===== src/rtl/corr_readout_sched.sv =====
// corr_readout_sched: round-robin correlator readout over a shared register bus
// into a first-word-fall-through result FIFO, yielding the bus to the host when idle.
module corr_readout_sched #(
  parameter int          NUM_CORR   = 16,
  parameter logic [31:0] CNT_BASE   = 32'hFE000690,
  parameter logic [31:0] CH_STRIDE  = 32'h00000010,
  parameter int          FIFO_DEPTH = 4
) (
  input  logic                clk,
  input  logic                rst,
  input  logic                Enable,
  input  logic [NUM_CORR-1:0] CorrSeen,
  input  logic                HostReq,
  output logic                BusGnt,
  output logic [31:0]         addr,
  output logic                read,
  input  logic [31:0]         Rdata,
  output logic                ResultValid,
  input  logic                ResultPop,
  output logic [3:0]          ResultId,
  output logic [31:0]         ResultCnt,
  output logic [63:0]         ResultCorr,
  output logic                ResultStale,
  output logic                Busy,
  output logic                Overflow
);
  localparam int AW = $clog2(FIFO_DEPTH);
  localparam int PW = AW + 1;
  typedef enum logic [2:0] {IDLE, RD_CNT, RD_LOW, RD_HIGH, RD_STAT, PUSH} state_t;
  state_t state;
  logic [3:0] last, pick;
  logic any, empty, full, pop, stale;
  logic [31:0] cnt, low, high;
  logic [PW-1:0] wptr, rptr;
  logic [100:0] mem [FIFO_DEPTH];
  logic [100:0] head;
  assign empty = wptr == rptr;
  assign full = (wptr - rptr) == PW'(FIFO_DEPTH);
  assign pop = ResultPop & ~empty;
  assign Busy = state != IDLE;
  assign BusGnt = rst & HostReq & (state == IDLE);
  assign ResultValid = ~empty;
  assign head = ResultValid ? mem[rptr[AW-1:0]] : '0;
  assign {ResultId, ResultCnt, ResultCorr, ResultStale} = head;
  // Scan downward so the nearest channel after the last grant wins.
  always_comb begin
    pick = last;
    any = 1'b0;
    for (int i = NUM_CORR; i >= 1; i--)
      if (CorrSeen[(int'(last) + i) % NUM_CORR]) begin
        pick = 4'((int'(last) + i) % NUM_CORR);
        any = 1'b1;
      end
  end
  always_ff @(posedge clk or negedge rst)
    if (!rst) begin
      state <= IDLE;
      last <= 4'(NUM_CORR - 1);
      addr <= '0;
      read <= 1'b0;
      Overflow <= 1'b0;
      cnt <= '0;
      low <= '0;
      high <= '0;
      stale <= 1'b0;
      wptr <= '0;
      rptr <= '0;
    end else begin
      rptr <= rptr + PW'(pop);
      case (state)
        IDLE: if (!HostReq && Enable && any) begin
          if (full) Overflow <= 1'b1;
          else begin
            state <= RD_CNT;
            last <= pick;
            addr <= CNT_BASE + 32'(pick) * CH_STRIDE;
            read <= 1'b1;
          end
        end
        RD_CNT: begin
          cnt <= Rdata;
          addr <= addr + 32'd4;
          state <= RD_LOW;
        end
        RD_LOW: begin
          low <= Rdata;
          addr <= addr + 32'd4;
          state <= RD_HIGH;
        end
        RD_HIGH: begin
          high <= Rdata;
          addr <= addr + 32'd4;
          state <= RD_STAT;
        end
        RD_STAT: begin
          stale <= ~Rdata[0];
          addr <= '0;
          read <= 1'b0;
          state <= PUSH;
        end
        PUSH: begin
          wptr <= wptr + PW'(1);
          state <= IDLE;
        end
        default: state <= IDLE;
      endcase
    end
  always_ff @(posedge clk)
    if (state == PUSH) mem[wptr[AW-1:0]] <= {last, cnt, high, low, stale};
endmodule

===== config.mk =====
export PLATFORM = sky130hd
export DESIGN_NAME = corr_readout_sched
export DESIGN_NICKNAME = d
export VERILOG_FILES = /design/src/rtl/corr_readout_sched.sv
export SDC_FILE = /design/constraint.sdc
export NUM_CORES = 1
export LEC_CHECK = 0
export BUFFER_PORTS_ARGS = -buffer_cell sky130_fd_sc_hd__buf_4
export CORE_MARGIN = 1.5
export CORE_UTILIZATION = 45
export DETAILED_ROUTE_END_ITERATION = 10
export PLACE_DENSITY = 0.62
export SYNTH_ARGS = -nofsm -noshare
export SYNTH_HDL_FRONTEND = slang
export SYNTH_SLANG_ARGS = --single-unit

===== constraint.sdc =====
create_clock -name clk -period 14.5 [get_ports clk]
set_clock_uncertainty 0.2 [all_clocks]
set_input_delay 2.175 -clock clk [delete_from_list [all_inputs] [get_ports clk]]
set_output_delay 2.175 -clock clk [all_outputs]
set_load 0.03 [all_outputs]

Yosys cells after proc, flatten, opt, wreduce, memory -nomap -nowiden
Memory sizes are Yosys's and may differ from the RTL's.
Cells that the tools add are included.

storage, ports and cells
  bits in writable memories = 404
  memories = 1
  logic and storage cells = 201
  output and inout bits = 138
  bits in registers = 144
  bits of input ports = 53

cells by class
  bitwise operators = 22
  reduce and logical (&&, ||, !) cells = 29
  $add $sub $neg = 21
  mux-type cells = 92
  order comparisons = 16
  equality and inequality tests = 9

memories
  memory  words  width  rd ports  clocked after memory_dff  wr ports  line  source
  mem     4      101    1         0                         1         35    logic [100:0] mem [FIFO_DEPTH];

operators with widths
  kind                                                                   count
  101-bit 2-to-1 mux                                                     1
  5-bit by 6-bit < comparator with 1-bit output, second input constant   16
  32-bit one-hot mux with 3 select lines                                 1
  1-bit binary-select mux with 4-bit select                              16
  32-bit 2-to-1 mux                                                      2
  4-bit 2-to-1 mux                                                       16
  4-bit OR reduction                                                     16
  1-bit 2-to-1 mux                                                       52
  32-bit by 3-bit adder with 32-bit output, second input constant        1
  4-bit adder, second input constant                                     8
  26-bit by 9-bit adder with 27-bit output, first input constant         1
  4-bit by 3-bit adder with 4-bit output, second input constant          4
  1-bit bitwise AND, first input constant                                16
  3-bit one-hot mux with 5 select lines                                  1
  3-bit AND reduction                                                    4
  3-bit equality test, second input constant                             3
  4-bit by 1-bit adder with 4-bit output, second input constant          2
  4-bit by 2-bit adder with 4-bit output, second input constant          2
  3-bit by 2-bit equality test with 1-bit output, second input constant  2
  3-bit 2-to-1 mux                                                       2
  3-bit nonzero test                                                     2
  3-bit by 1-bit adder with 3-bit output                                 1
  3-bit by 1-bit adder with 3-bit output, second input constant          1
  1-bit bitwise AND                                                      3
  13 further kinds                                                       16

Depth between registers and ports, before layout
Gate-level depths: netlist (run 1).

  word-level depth = 26
  gate-level depth with buffers = 20
  mapped depth without buffers = 13

Worst setup path before layout (run 1)
Ideal clock, no wire load.

  kind = register to register
  start point = register last[1]
  end point = register addr[8]
  clock period less this slack = 5.081 ns
  path buffers = 4
  arrival time = 4.746 ns
  setup time = 0.134 ns
  cell stages (with the launch flop) = 18
  slack = 9.419 ns
  required time = 14.166 ns
  cell sequence = dfstp_2 > buf_2 > buf_4 > buf_1 > clkinv_1 > ha_1 > buf_2 > mux4_2 > mux2_2 > mux2_2 > or2_2 > a2111oi_0 > o2111ai_1 > a21oi_1 > nor2_1 > ha_1 > a211oi_1 > o22ai_1

on the way
  longest elaborated chain between the ends = 24
  elaborated cells on any way between the ends = 103
  those cells by class = add/sub: 17; eq/ne: 1; mux: 83; reduce/logical: 2

RTL lines
  element                                               line    source
  start, declared                                       31      logic [3:0] last, pick;
  start signal, assigned                                58      last <= 4'(NUM_CORR - 1);
  start signal, assigned                                75      last <= pick;
  4-bit by 1-bit adder with 4-bit output                50, 51
  1-bit binary-select mux with 4-bit select             50      if (CorrSeen[(int'(last) + i) % NUM_CORR]) begin
  1-bit 2-to-1 mux (implied by the code) (2 in series)  50
  4-bit 2-to-1 mux (15 in series)                       50
  4-bit 2-to-1 mux (*)                                  50
  named net pick[1]                                     31
  26-bit by 9-bit adder with 27-bit output (*)          76      addr <= CNT_BASE + 32'(pick) * CH_STRIDE;
  32-bit 2-to-1 mux (*)                                 72      if (full) Overflow <= 1'b1;
  32-bit 2-to-1 mux (*)                                 71      IDLE: if (!HostReq && Enable && any) begin
  32-bit one-hot mux with 3 select lines (*)            70      case (state)
  end signal, assigned                                  76
  end signal, assigned                                  82      addr <= addr + 32'd4;
  end signal, assigned                                  87      addr <= addr + 32'd4;
  end, declared                                         15      output logic [31:0] addr,

Mark *: on every way through the listed nets, which the timed path passes. The rest lies on a longest branch. The select of a mux whose other input is x is not followed.
A chain may end at the register's enable or synchronous reset.

Worst setup path in the final report (run 1)
  start point = register rptr[1]
  end point = output port ResultCnt[25]

on the way
  longest elaborated chain between the ends = 2
  elaborated cells on any way between the ends = 3
  those cells by class = eq/ne: 1; mux: 1; memory: 1

RTL lines
  element                                                           line  source
  start, declared                                                   34    logic [PW-1:0] wptr, rptr;
  start signal, assigned                                            69    rptr <= rptr + PW'(pop);
  memory 4 x 101 bit / 3-bit equality test (equally long branches)  --
  101-bit 2-to-1 mux (*)                                            43    assign head = ResultValid ? mem[rptr[AW-1:0]] : '0;
  end, declared                                                     21    output logic [31:0] ResultCnt,

Every way passes the cells marked *; elsewhere a longest branch is shown, timed or not.

==> key figures, run 1 <==
Drt
  – Via count: 13,200
  – Vias per std cell: 5.65
  – Routed Wire Length: 52,300 µm
  – Drc violations: 0
  – DRT antenna net count: 0
  – Drt pass-1 iters: 5
  – Routed wire per std cell: 22.4 µm
  – Starting DRT DRC Count: 779

GRT
  – Initial antenna violation count: 3
  – All-Layer GR Usage: 19.7%
  – Vias in the first global route: 13,400
  – First-pass GRT wire length: 80,400 µm
  – Largest net degree at the start of global routing: 71
  – GR Overflow Total: 0

Hold path
  – Worst hold-check path type: flop to flop

Floorplan
  – Die Height: 233 µm
  – Core area: 52,400 µm²
  – I/O pin count: 191
  – Die area: 54,300 µm²
  – Starting density of the core: 45.4%
  – Die span in x: 233 µm
  – Site Rows: 84

Worst setup path
  – Crit path DAT: 4.00 ns
  – R2r setup slk: 8.65 ns
  – Startpoint Class: flop
  – Crit path required time: 12.12 ns
  – CP endpoint kind: output port
  – Critical path class: flop to output port
  – Worst Path Max Fanout: 70

CTS
  – Worst-Skew Late Latency: 0.59 ns
  – Hold Buf Count CTS: 0
  – Total clock sinks: 546
  – H-tree depth: 2
  – CTS tree: yes
  – Clk root buf: clkbuf_16
  – # Post-CTS Setup Buffers: 0
  – Number of CTS-inserted buffers: 54
  – Post-CTS sizing: 0
  – Clock transition at the registers of the reported paths: 0.07 ns
  – Clock Tree Buf Depth: 3

Run
  – Maxcap violations: 0

Pwr
  – Logic pwr share: 45.9%
  – Leak: 9.92 nW
  – Switching Fraction: 39.2%
  – Clock network power share: 20.2%
  – Pwr/cell area: 254 nW/µm²
  – Internal power: 4.29 mW
  – Sequential power share: 33.9%
  – P_sw: 2.76 mW
  – VDD IR max: 0.000153 V
  – Tot Pwr: 7.05 mW

Yosys
  – EDFF count, synth: 404
  – Main synth FF type: edfxtp_1
  – Synth top area share: 50.9%
  – Main area contributors after synthesis: edfxtp_1 (51%), dfrtp_1 (14%), mux4_2 (13%)
  – Synth top cells by count: edfxtp_1 (404), dfrtp_1 (138), mux4_2 (135), mux2_2 (114), nor2b_1 (107)
  – Synth Warn #: 0
  – Synthesized area: 23,800 µm²
  – Ys async rst share: 26.0%
  – Syn Area/Cell: 16.8 µm²
  – FF+latch count, synth: 546
  – Syn Inst Count: 1,417
  – Register area share after synthesis: 65.8%
  – Count leader, synth: edfxtp_1
  – Synth area leader: edfxtp_1
  – Yosys cell types: 77

Placed design
  – Setup Slack @ Placement: 8.61 ns
  – Gpl congestion: 0.877
  – HPWL after DPL: 31,500 µm
  – Dpl cells: 2,238
  – Post-DP Area: 26,000 µm²
  – Port Buffers: 188

Layout
  – Finished Cell Area: 27,800 µm²
  – Layout fillers: 4,244
  – Antenna Cells: 0
  – Fin cells: 2,340
  – Share of layout cells above drive strength 1: 34.7%
  – Area growth syn-to-layout: 16.6%
  – Nets@finish: 1,676

Outcome
  – Status: completed

STA
  – Max Fclk: 157 MHz
  – Minimum clock period: 6.38 ns
  – Hold Fails Final Rpt: 0
  – RSZ-0062 raised after global routing: false
  – Slew @ Worst Pin: 1.10 ns
  – Relative slew slack: 27.0%
  – Final period utilization: 44.0%
  – Setup-failing EPs final: 0
  – Setup TNS Final: 0 ns
  – Final worst slack: 8.12 ns
  – Slew Limit Fails: 0
## layout make-up
| class | count | area [µm²] | area share, % |
|---|---|---|---|
| Sequential cell | 546 | 15700 | 56.5 |
| Clock buffer | 76 | 1520 | 5.48 |
| Timing Repair Buffer | 207 | 1560 | 5.60 |
| Clock inverter | 26 | 312 | 1.12 |
| Tap cell | 688 | 861 | 3.10 |
| Multi-Input combinational cell | 775 | 7760 | 27.9 |
| Inverter | 22 | 82.6 | 0.297 |
## sequential cells by signal (all words and copies together), names as in the netlist
register  count
mem         404
cnt          32
high         32
low          32
addr         30
last          4
rptr          3
state         3
wptr          3
Overflow      1
read          1
stale         1
## metrics by stage
stage | util [%] | hold slack, ns
5_1_grt | 53.0 | 0.307
3_5_place_dp | 49.5 | 0.282
6_report | 53.0 | 0.290
2_1_floorplan | - | 0.260
3_3_place_gp | 49.5 | 0.279
4_1_cts | 53.0 | 0.292
## layout by cell type, fill, tap and decap left out, drive strengths merged, types with 9 or more instances in the layout
| cell type | n |
|---|---|
| edfxtp | 404 |
| buf | 207 |
| dfrtp | 138 |
| mux4 | 135 |
| mux2 | 114 |
| nor2b | 107 |
| clkbuf | 76 |
| nand2 | 66 |
| nor2 | 53 |
| a21oi | 35 |
| o21ai | 35 |
| mux2i | 30 |
| inv | 24 |
| nand3 | 19 |
| ha | 17 |
| clkinv | 15 |
| xnor2 | 14 |
| o211ai | 11 |
| xor2 | 11 |
| or3 | 9 |
## worst paths after layout
check,startpoint,end,cells past startpoint
max,rptr[1]$_DFF_PN0_,ResultCnt[25],7
min,wptr[2]$_DFFE_PN0P_,wptr[2]$_DFFE_PN0P_,1
max reg2reg,last[0]$_DFFE_PN1P_,addr[8]$_DFFE_PN0P_,15
min reg2reg,wptr[2]$_DFFE_PN0P_,wptr[2]$_DFFE_PN0P_,1
max in group asynchronous,rst,cnt[13]$_DFFE_PN0P_,3
min in group asynchronous,rst,addr[14]$_DFFE_PN0P_,1
## worst max-delay path: stages (launching register included)
cell and delay, ns:
dfrtp_4 1.02, inv_1 0.11, ha_1 0.30, nand2_1 0.09, nor2_4 0.74, buf_4 0.69, nor2b_1 0.13, buf_4 0.21
## routing by layer
layer  routed length [µm]  up-vias  global-route usage [%]
met5                   17        -                       0
li1                     -     5916                       -
met4                 1040        2                    5.26
met2                26500      308                    33.1
met1                22700     6928                    26.9
met3                 2050       71                    2.81
## cell families after synthesis
kind of cell,after synthesis,synth area share [%]
AOI/OAI and AO/OA,141,3.96
other,1,0.0157
and+or+nand+nor,311,7.01
adders and majority gates,17,0.893
buffers and inverters,97,1.77
xor gates and xnor gates,25,1.08
muxes,279,19.4
DFF,546,65.8
## power by group through the flow
| stage | Combinational [mW] | Clock, mW | Sequential [mW] |
|---|---|---|---|
| 6_report | 3.24 | 1.42 | 2.39 |
| 5_1_grt | 3.49 | 1.52 | 2.45 |
| 4_1_cts | 3.27 | 1.46 | 2.40 |
| 3_5_place_dp | 3.26 | 0 | 2.43 |
| 3_3_place_gp | 3.26 | 0 | 2.40 |
| 2_1_floorplan | 2.34 | 0 | 2.32 |
No activity file was read; power rests on OpenSTA's default activity.
==> run 2: changes to the inputs <==
==> constraint.sdc (replaced) <==
create_clock -name clk -period 6.3 [get_ports clk]
set_clock_uncertainty 0.2 [all_clocks]
set_input_delay 0.945 -clock clk [delete_from_list [all_inputs] [get_ports clk]]
set_output_delay 0.945 -clock clk [all_outputs]
set_load 0.03 [all_outputs]
==> run 2 against run 1 <==
  * Final cell count up 0.21%
  * Flip-flop and latch count unchanged
  * Core utilization is 0.46 points higher
  * Combinational power is 130% higher
  * Clock power grew 150%
  * Worst setup slack lost 6.9 ns
  * Clock-buffer cell count is 5 lower
  * Global-route usage grew 0.45 points
  * Sequential power grew 130%
  * Sequential share of layout area fell by 0.49 points
  * Via count is 0.50% higher
==> key figures, run 2 (synthesis results as in run 1) <==
STA
  – Max Fclk: 196 MHz
  – Relative slew slack: 28.7% (+1.8 points)
  – Setup-failing EPs final: 0 (unchanged)
  – Minimum clock period: 5.10 ns
  – Slew Limit Fails: 0 (unchanged)
  – RSZ-0062 raised after global routing: false
  – Final period utilization: 81.0%
  – Slew @ Worst Pin: 1.07 ns (-0.0289 ns)
  – Hold Fails Final Rpt: 0 (unchanged)
  – Setup TNS Final: 0 ns (unchanged)

Pwr
  – P_sw: 6.47 mW (+130%)
  – Logic pwr share: 45.8% (about the same)
  – Pwr/cell area: 591 nW/µm² (+130%)
  – Tot Pwr: 16.6 mW (+140%)
  – Clock network power share: 21.2% (+1.0 points)
  – Internal power: 10.1 mW (+140%)
  – Leak: 10.0 nW (+1.1%)
  – Sequential power share: 33.0% (-0.9 points)
  – VDD IR max: 0.000338 V (+120%)
  – Switching Fraction: 39.0% (-0.15 points)

Worst setup path
  – Buffers & Inverters on Critical Path: 2 (-1)
  – Critical path class: flop to flop
  – Crit path DAT: 5.38 ns (+1.38 ns)
  – Worst Path Max Fanout: 18 (-74%)
  – Critical path, cell by cell: clkinv_1, ha_1, mux4_2, mux2_2, a21o_1, nor4b_1, a311oi_2, buf_4, o211ai_1, nor2_1, xnor2_1, nor2_1
  – Highest-delay cell along the critical path: ha_1
  – Crit-path max cell delay: 0.93 ns (-0.09 ns)
  – CP delay by family, top: compound AO/OA/AOI/OAI gates
  – Top cell by count, worst path: nor2_1
  – Startpoint Class: flop
  – CP endpoint kind: flop
  – Crit path required time: 6.58 ns (-5.54 ns)

Drt
  – Drc violations: 0 (unchanged)
  – Routed Wire Length: 53,500 µm (+2.3%)
  – Drt pass-1 iters: 6 (+1)
  – Routed wire per std cell: 22.8 µm (+2.1%)
  – DRT antenna net count: 0 (unchanged)
  – Starting DRT DRC Count: 837 (+7.4%)
  – Vias per std cell: 5.67 (+0.28%)
  – Via count: 13,300 (+0.50%)

CTS
  – CTS tree: yes
  – Number of CTS-inserted buffers: 56 (+3.7%)
  – Clock transition at the registers of the reported paths: 0.06 ns (about the same)
  – Total clock sinks: 546 (unchanged)
  – # Post-CTS Setup Buffers: 0 (unchanged)
  – H-tree depth: 2 (unchanged)
  – Clk root buf: clkbuf_16
  – Post-CTS sizing: 0 (unchanged)
  – Worst-Skew Late Latency: 0.60 ns (about the same)
  – Hold Buf Count CTS: 0 (unchanged)
  – Clock Tree Buf Depth: 3 (unchanged)

Hold path
  – Worst hold-check path type: primary input to async pin

Layout
  – Share of layout cells above drive strength 1: 35.2% (+0.46 points)
  – Multi-input gate area: 7760 µm² (unchanged)
  – Area growth syn-to-layout: 17.6%
  – Register Area: 15,700 µm² (unchanged)
  – Max reg flops: 404 (unchanged)
  – Nets@finish: 1,680 (+0.24%)
  – Most frequent cells in the layout: edfxtp_1 (404), buf_4 (203), dfrtp_1 (136)
  – Commonest non-fill, non-tap cell in the layout: edfxtp_1
  – Layout fillers: 4,219 (-0.59%)

Run
  – Maxcap violations: 0 (unchanged)

GRT
  – GR Overflow Total: 0 (unchanged)
  – Initial antenna violation count: 4 (+1)
  – First-pass GRT wire length: 82,100 µm (+2.1%)
  – Vias in the first global route: 13,700 (+2.1%)
  – All-Layer GR Usage: 20.1% (+0.45 points)
  – Largest net degree at the start of global routing: 63 (-11%)

Floorplan
  – Die span in x: 233 µm (unchanged)
  – Die Height: 233 µm (unchanged)
  – Site Rows: 84 (unchanged)
  – Starting density of the core: 45.4% (unchanged)
  – Core area: 52,400 µm² (unchanged)
  – Die area: 54,300 µm² (unchanged)
  – I/O pin count: 191 (unchanged)

Placed design
  – Gpl congestion: 0.876 (-0.10%)
  – Port Buffers: 188 (unchanged)
  – HPWL after DPL: 31,800 µm (+0.81%)

Outcome
  – Status: completed
-- run 2: cell types whose count changed in the layout (fill, tap and decap cells not counted) --
cell | before | now
clkbuf_1 | 13 | 7
clkinv_4 | 2 | 1
clkbuf_16 | 54 | 57
buf_4 | 206 | 203
bufinv_16 | 6 | 10
inv_16 | 0 | 1
diode_2 | 0 | 1
clkbuf_8 | 9 | 7
clkinv_2 | 6 | 10
buf_12 | 0 | 5
inv_6 | 3 | 1
clkinv_1 | 6 | 7
-- run 2: worst reg2reg max path, delay by kind of cell (launching register included) --
kind	cells	cell delay [ns]
buffers and inverters	2	0.51
AND/OR/NAND/NOR	3	0.72
multiplexers	2	0.93
flip-flops	1	0.53
adder cells (fa/ha/maj)	1	0.93
AO/OA/AOI/OAI	3	1.00
XOR/XNOR	1	0.16
-- run 2: metrics by stage --
stage	hold slack (ns)	instance area, µm²	cells	utilization [%]	worst slack, ns
after floorplan	0.260	23800	1418	-	1.22
after CTS	0.0537	28000	2344	53.5	1.16
after global placement	0.274	26000	2240	49.6	1.40
after global routing	0.0697	28000	2345	53.5	0.785
final	0.0756	28000	2345	53.5	1.20
after detailed placement	0.270	26000	2240	49.6	1.26
-- run 2: power groups by stage --
stage	clock, mW	sequential (mW)	combinational (mW)
global route	3.73	5.60	8.17
CTS	3.59	5.49	7.68
floorplan	0	5.33	5.39
global placement	0	5.49	7.65
detailed placement	0	5.56	7.66
finish	3.51	5.47	7.60
-- run 2: final timing paths --
check | startpoint | slack [ns] | cells after the start | to
setup / recovery | last[1]$_DFFE_PN1P_ | 1.20 | 12 | addr[13]$_DFFE_PN0P_
hold / removal | rst | 0.08 | 1 | addr[14]$_DFFE_PN0P_
setup reg to reg | last[1]$_DFFE_PN1P_ | 1.20 | 12 | addr[13]$_DFFE_PN0P_
hold reg to reg | wptr[2]$_DFFE_PN0P_ | 0.29 | 1 | wptr[2]$_DFFE_PN0P_
max in group asynchronous | rst | 4.54 | 2 | rptr[1]$_DFF_PN0_
min in group clk | wptr[2]$_DFFE_PN0P_ | 0.29 | 1 | wptr[2]$_DFFE_PN0P_
-- run 2: final cells by class --
type | instances | area share [%]
Clock inverter | 33 | 1.60
Antenna cell | 1 | 0.00893
Clock buffer | 71 | 5.53
Tap cell | 688 | 3.07
Multi-Input combinational cell | 775 | 27.7
Inverter | 22 | 0.295
Timing Repair Buffer | 209 | 5.83
Sequential cell | 546 | 56.0
-- run 2: per-layer routing --
layer	global-route usage, %	wire (µm)	vias to the layer above
met5	0	41	-
met4	5.08	1100	6
met3	3.26	2250	84
met2	34.2	27200	292
met1	27.0	22900	6975
li1	-	-	5934
==> run 3: changes to the inputs <==
--- a/config.mk
+++ b/config.mk
@@ -9,7 +9,7 @@
 export CORE_MARGIN = 1.5
 export CORE_UTILIZATION = 45
 export DETAILED_ROUTE_END_ITERATION = 10
-export PLACE_DENSITY = 0.62
+export PLACE_DENSITY = 0.64
 export SYNTH_ARGS = -nofsm -noshare
 export SYNTH_HDL_FRONTEND = slang
 export SYNTH_SLANG_ARGS = --single-unit
==> constraint.sdc (replaced) <==
create_clock -name clk -period 4.2 [get_ports clk]
set_clock_uncertainty 0.2 [all_clocks]
set_input_delay 0.63 -clock clk [delete_from_list [all_inputs] [get_ports clk]]
set_output_delay 0.63 -clock clk [all_outputs]
set_load 0.03 [all_outputs]
==> run 3 against run 2 <==
  * Worst setup slack got worse by 1.0 ns
  * Largest power group unchanged
  * Flip-flop and latch count unchanged
  * Core utilization increased by 0.88 points
  * Critical path depth increased by 2
  * First-iteration DRC count increased by 9.7%
  * Sequential share of layout area decreased by 0.91 points
  * Power increased by 54%
  * Register-to-register slack got worse by 1.0 ns
  * Final cell count increased by 2.2%
  * Combinational power increased by 66%
==> key figures, run 3 (synthesis results as in run 1) <==
Worst setup path
  – Highest-delay cell along the critical path: dfstp_2
  – Crit path DAT: 4.29 ns (-1.09 ns)
  – Critical path, cell by cell: inv_4, ha_4, clkbuf_4, mux4_2, mux2_2, a21o_1, buf_4, a2111oi_4, o2111ai_2, a21oi_2, nor2_1, ha_1, mux2i_1, o211ai_1
  – Startpoint Class: flop
  – Crit path required time: 4.46 ns (-2.12 ns)
  – CP delay by family, top: multiplexers
  – Critical path class: flop to flop
  – Buffers & Inverters on Critical Path: 3 (+1)
  – Crit-path max cell delay: 0.64 ns (-0.29 ns)
  – Worst Path Max Fanout: 8 (-10)
  – CP endpoint kind: flop

Layout
  – Final core utilization: 54.3% (+0.88 points)
  – Commonest non-fill, non-tap cell in the layout: edfxtp_1
  – Fin cells: 2,396 (+2.2%)
  – Max reg flops: 404 (unchanged)
  – Finished Cell Area: 28,500 µm² (+1.6%)
  – Nets@finish: 1,732 (+3.1%)
  – Most frequent cells in the layout: edfxtp_1 (404), buf_4 (247), dfrtp_1 (136)
  – Layout fillers: 4,201 (-0.43%)
  – Share of layout cells above drive strength 1: 37.7% (+2.5 points)
  – Area growth syn-to-layout: 19.6%

Drt
  – Drc violations: 0 (unchanged)
  – Routed Wire Length: 54,700 µm (+2.1%)
  – Starting DRT DRC Count: 918 (+9.7%)
  – Via count: 13,600 (+2.0%)
  – Routed wire per std cell: 22.8 µm (about the same)
  – Vias per std cell: 5.66 (-0.14%)
  – Drt pass-1 iters: 5 (-1)
  – DRT antenna net count: 0 (unchanged)

Floorplan
  – Die Height: 233 µm (unchanged)
  – Site Rows: 84 (unchanged)
  – Starting density of the core: 45.4% (unchanged)
  – Die span in x: 233 µm (unchanged)
  – I/O pin count: 191 (unchanged)
  – Core area: 52,400 µm² (unchanged)
  – Die area: 54,300 µm² (unchanged)

GRT
  – Vias in the first global route: 13,700 (-0.36%)
  – All-Layer GR Usage: 20.2% (+0.073 points)
  – First-pass GRT wire length: 82,500 µm (+0.50%)
  – Initial antenna violation count: 2 (-2)
  – Largest net degree at the start of global routing: 103 (+63%)
  – GR Overflow Total: 0 (unchanged)

Placed design
  – Dpl cells: 2,275 (+1.6%)
  – Port Buffers: 188 (unchanged)
  – Post-DP Area: 26,400 µm² (+1.6%)
  – HPWL after DPL: 33,000 µm (+3.8%)
  – Gpl congestion: 0.862 (-1.5%)

STA
  – Setup TNS Final: 0 ns (unchanged)
  – RSZ-0062 raised after global routing: false
  – Slew Limit Fails: 0 (unchanged)
  – Setup-failing EPs final: 0 (unchanged)
  – Max Fclk: 248 MHz (+27%)
  – Final period utilization: 95.8% (+15 points)
  – Hold Fails Final Rpt: 0 (unchanged)
  – Relative slew slack: 44.6% (+16 points)
  – Slew @ Worst Pin: 0.829 ns (-0.238 ns)
  – Minimum clock period: 4.02 ns (-1.08 ns)

Run
  – Maxcap violations: 0 (unchanged)

CTS
  – Total clock sinks: 546 (unchanged)
  – Number of CTS-inserted buffers: 53 (-5.4%)
  – Clock transition at the registers of the reported paths: 0.07 ns (about the same)
  – Worst-Skew Late Latency: 0.61 ns (about the same)
  – Clock Tree Buf Depth: 3 (unchanged)
  – Clk root buf: clkbuf_16
  – CTS tree: yes
  – H-tree depth: 2 (unchanged)

Outcome
  – Status: completed

Pwr
  – Leak: 10.3 nW (+2.4%)
  – Pwr/cell area: 895 nW/µm² (+51%)
  – Tot Pwr: 25.5 mW (+54%)
  – VDD IR max: 0.000454 V (+34%)

Hold path
  – Worst hold-check path type: primary input to flop
==> run 3: cell types whose count changed in the layout (fill, tap and decap cells not counted), moves of 5 or more <==
cell      change
buf_4        +44
clkinv_1      -5
buf_12        +7
clkbuf_1      +6
==> run 3: what timing repair did <==
action	in CTS	in global routing
hold buffers	1	0
endpoints found under the hold margin	46	0
endpoints found under the setup margin	0	21
resized for setup	0	10
setup buffers	0	18
==> run 3: per-layer routing <==
| layer | up-vias | track usage [%] | part of all wire [%] |
|---|---|---|---|
| met4 | 2 | 5.00 | 2.0 |
| met3 | 79 | 3.14 | 4.6 |
| met2 | 345 | 34.6 | 50 |
| met5 | - | 0 | 0.024 |
| met1 | 7119 | 27.0 | 43 |
| li1 | 6016 | - | - |
==> run 3: final timing paths <==
check	start	end	slack, ns	cells after the start
worst min register to register	rptr[2]$_DFF_PN0_	rptr[2]$_DFF_PN0_	0.30	1
max in group asynchronous	rst	cnt[26]$_DFFE_PN0P_	2.36	3
worst max-delay path	last[0]$_DFFE_PN1P_	addr[5]$_DFFE_PN0P_	0.18	14
min in group asynchronous	rst	addr[15]$_DFFE_PN0P_	0.37	2
worst min-delay path	Rdata[10]	low[10]$_DFFE_PN0P_	0.07	2
worst max register to register	last[0]$_DFFE_PN1P_	addr[5]$_DFFE_PN0P_	0.18	14
==> run 3: metrics by stage <==
stage               setup slack, ns  hold WS (ns)
floorplan                 0.0000790         0.134
global placement              0.149         0.282
detailed placement           0.0802         0.282
CTS                          0.0944        0.0344
global route                 0.0136        0.0487
finish                        0.175        0.0696
==> run 3: area by class of cell <==
class / count / area, µm² / area share [%]
Inverter: 22 / 93.8 / 0.329
Clock inverter: 27 / 369 / 1.30
Clock buffer: 73 / 1470 / 5.16
Multi-Input combinational cell: 775 / 7850 / 27.5
Timing Repair Buffer: 264 / 2160 / 7.56
Sequential cell: 546 / 15700 / 55.1
Tap cell: 688 / 861 / 3.02
Antenna cell: 1 / 2.50 / 0.00878
==> run 3: power by group <==
group / total, mW / internal, mW / leakage (nW) / switching, mW
Sequential: 7.98 / 7.22 / 5.32 / 0.764
Clock: 4.92 / 2.90 / 0.902 / 2.02
Combinational: 12.6 / 5.35 / 4.05 / 7.25
Total: 25.5 / 15.5 / 10.3 / 10.0
==> run 3: worst register-to-register path: stages (launching register included) <==
cell,delay (ns)
dfstp_2,0.64
inv_4,0.06
ha_4,0.30
clkbuf_4,0.18
mux4_2,0.53
mux2_2,0.34
a21o_1,0.22
buf_4,0.17
a2111oi_4,0.36
o2111ai_2,0.15
a21oi_2,0.16
nor2_1,0.08
ha_1,0.29
mux2i_1,0.13
o211ai_1,0.10
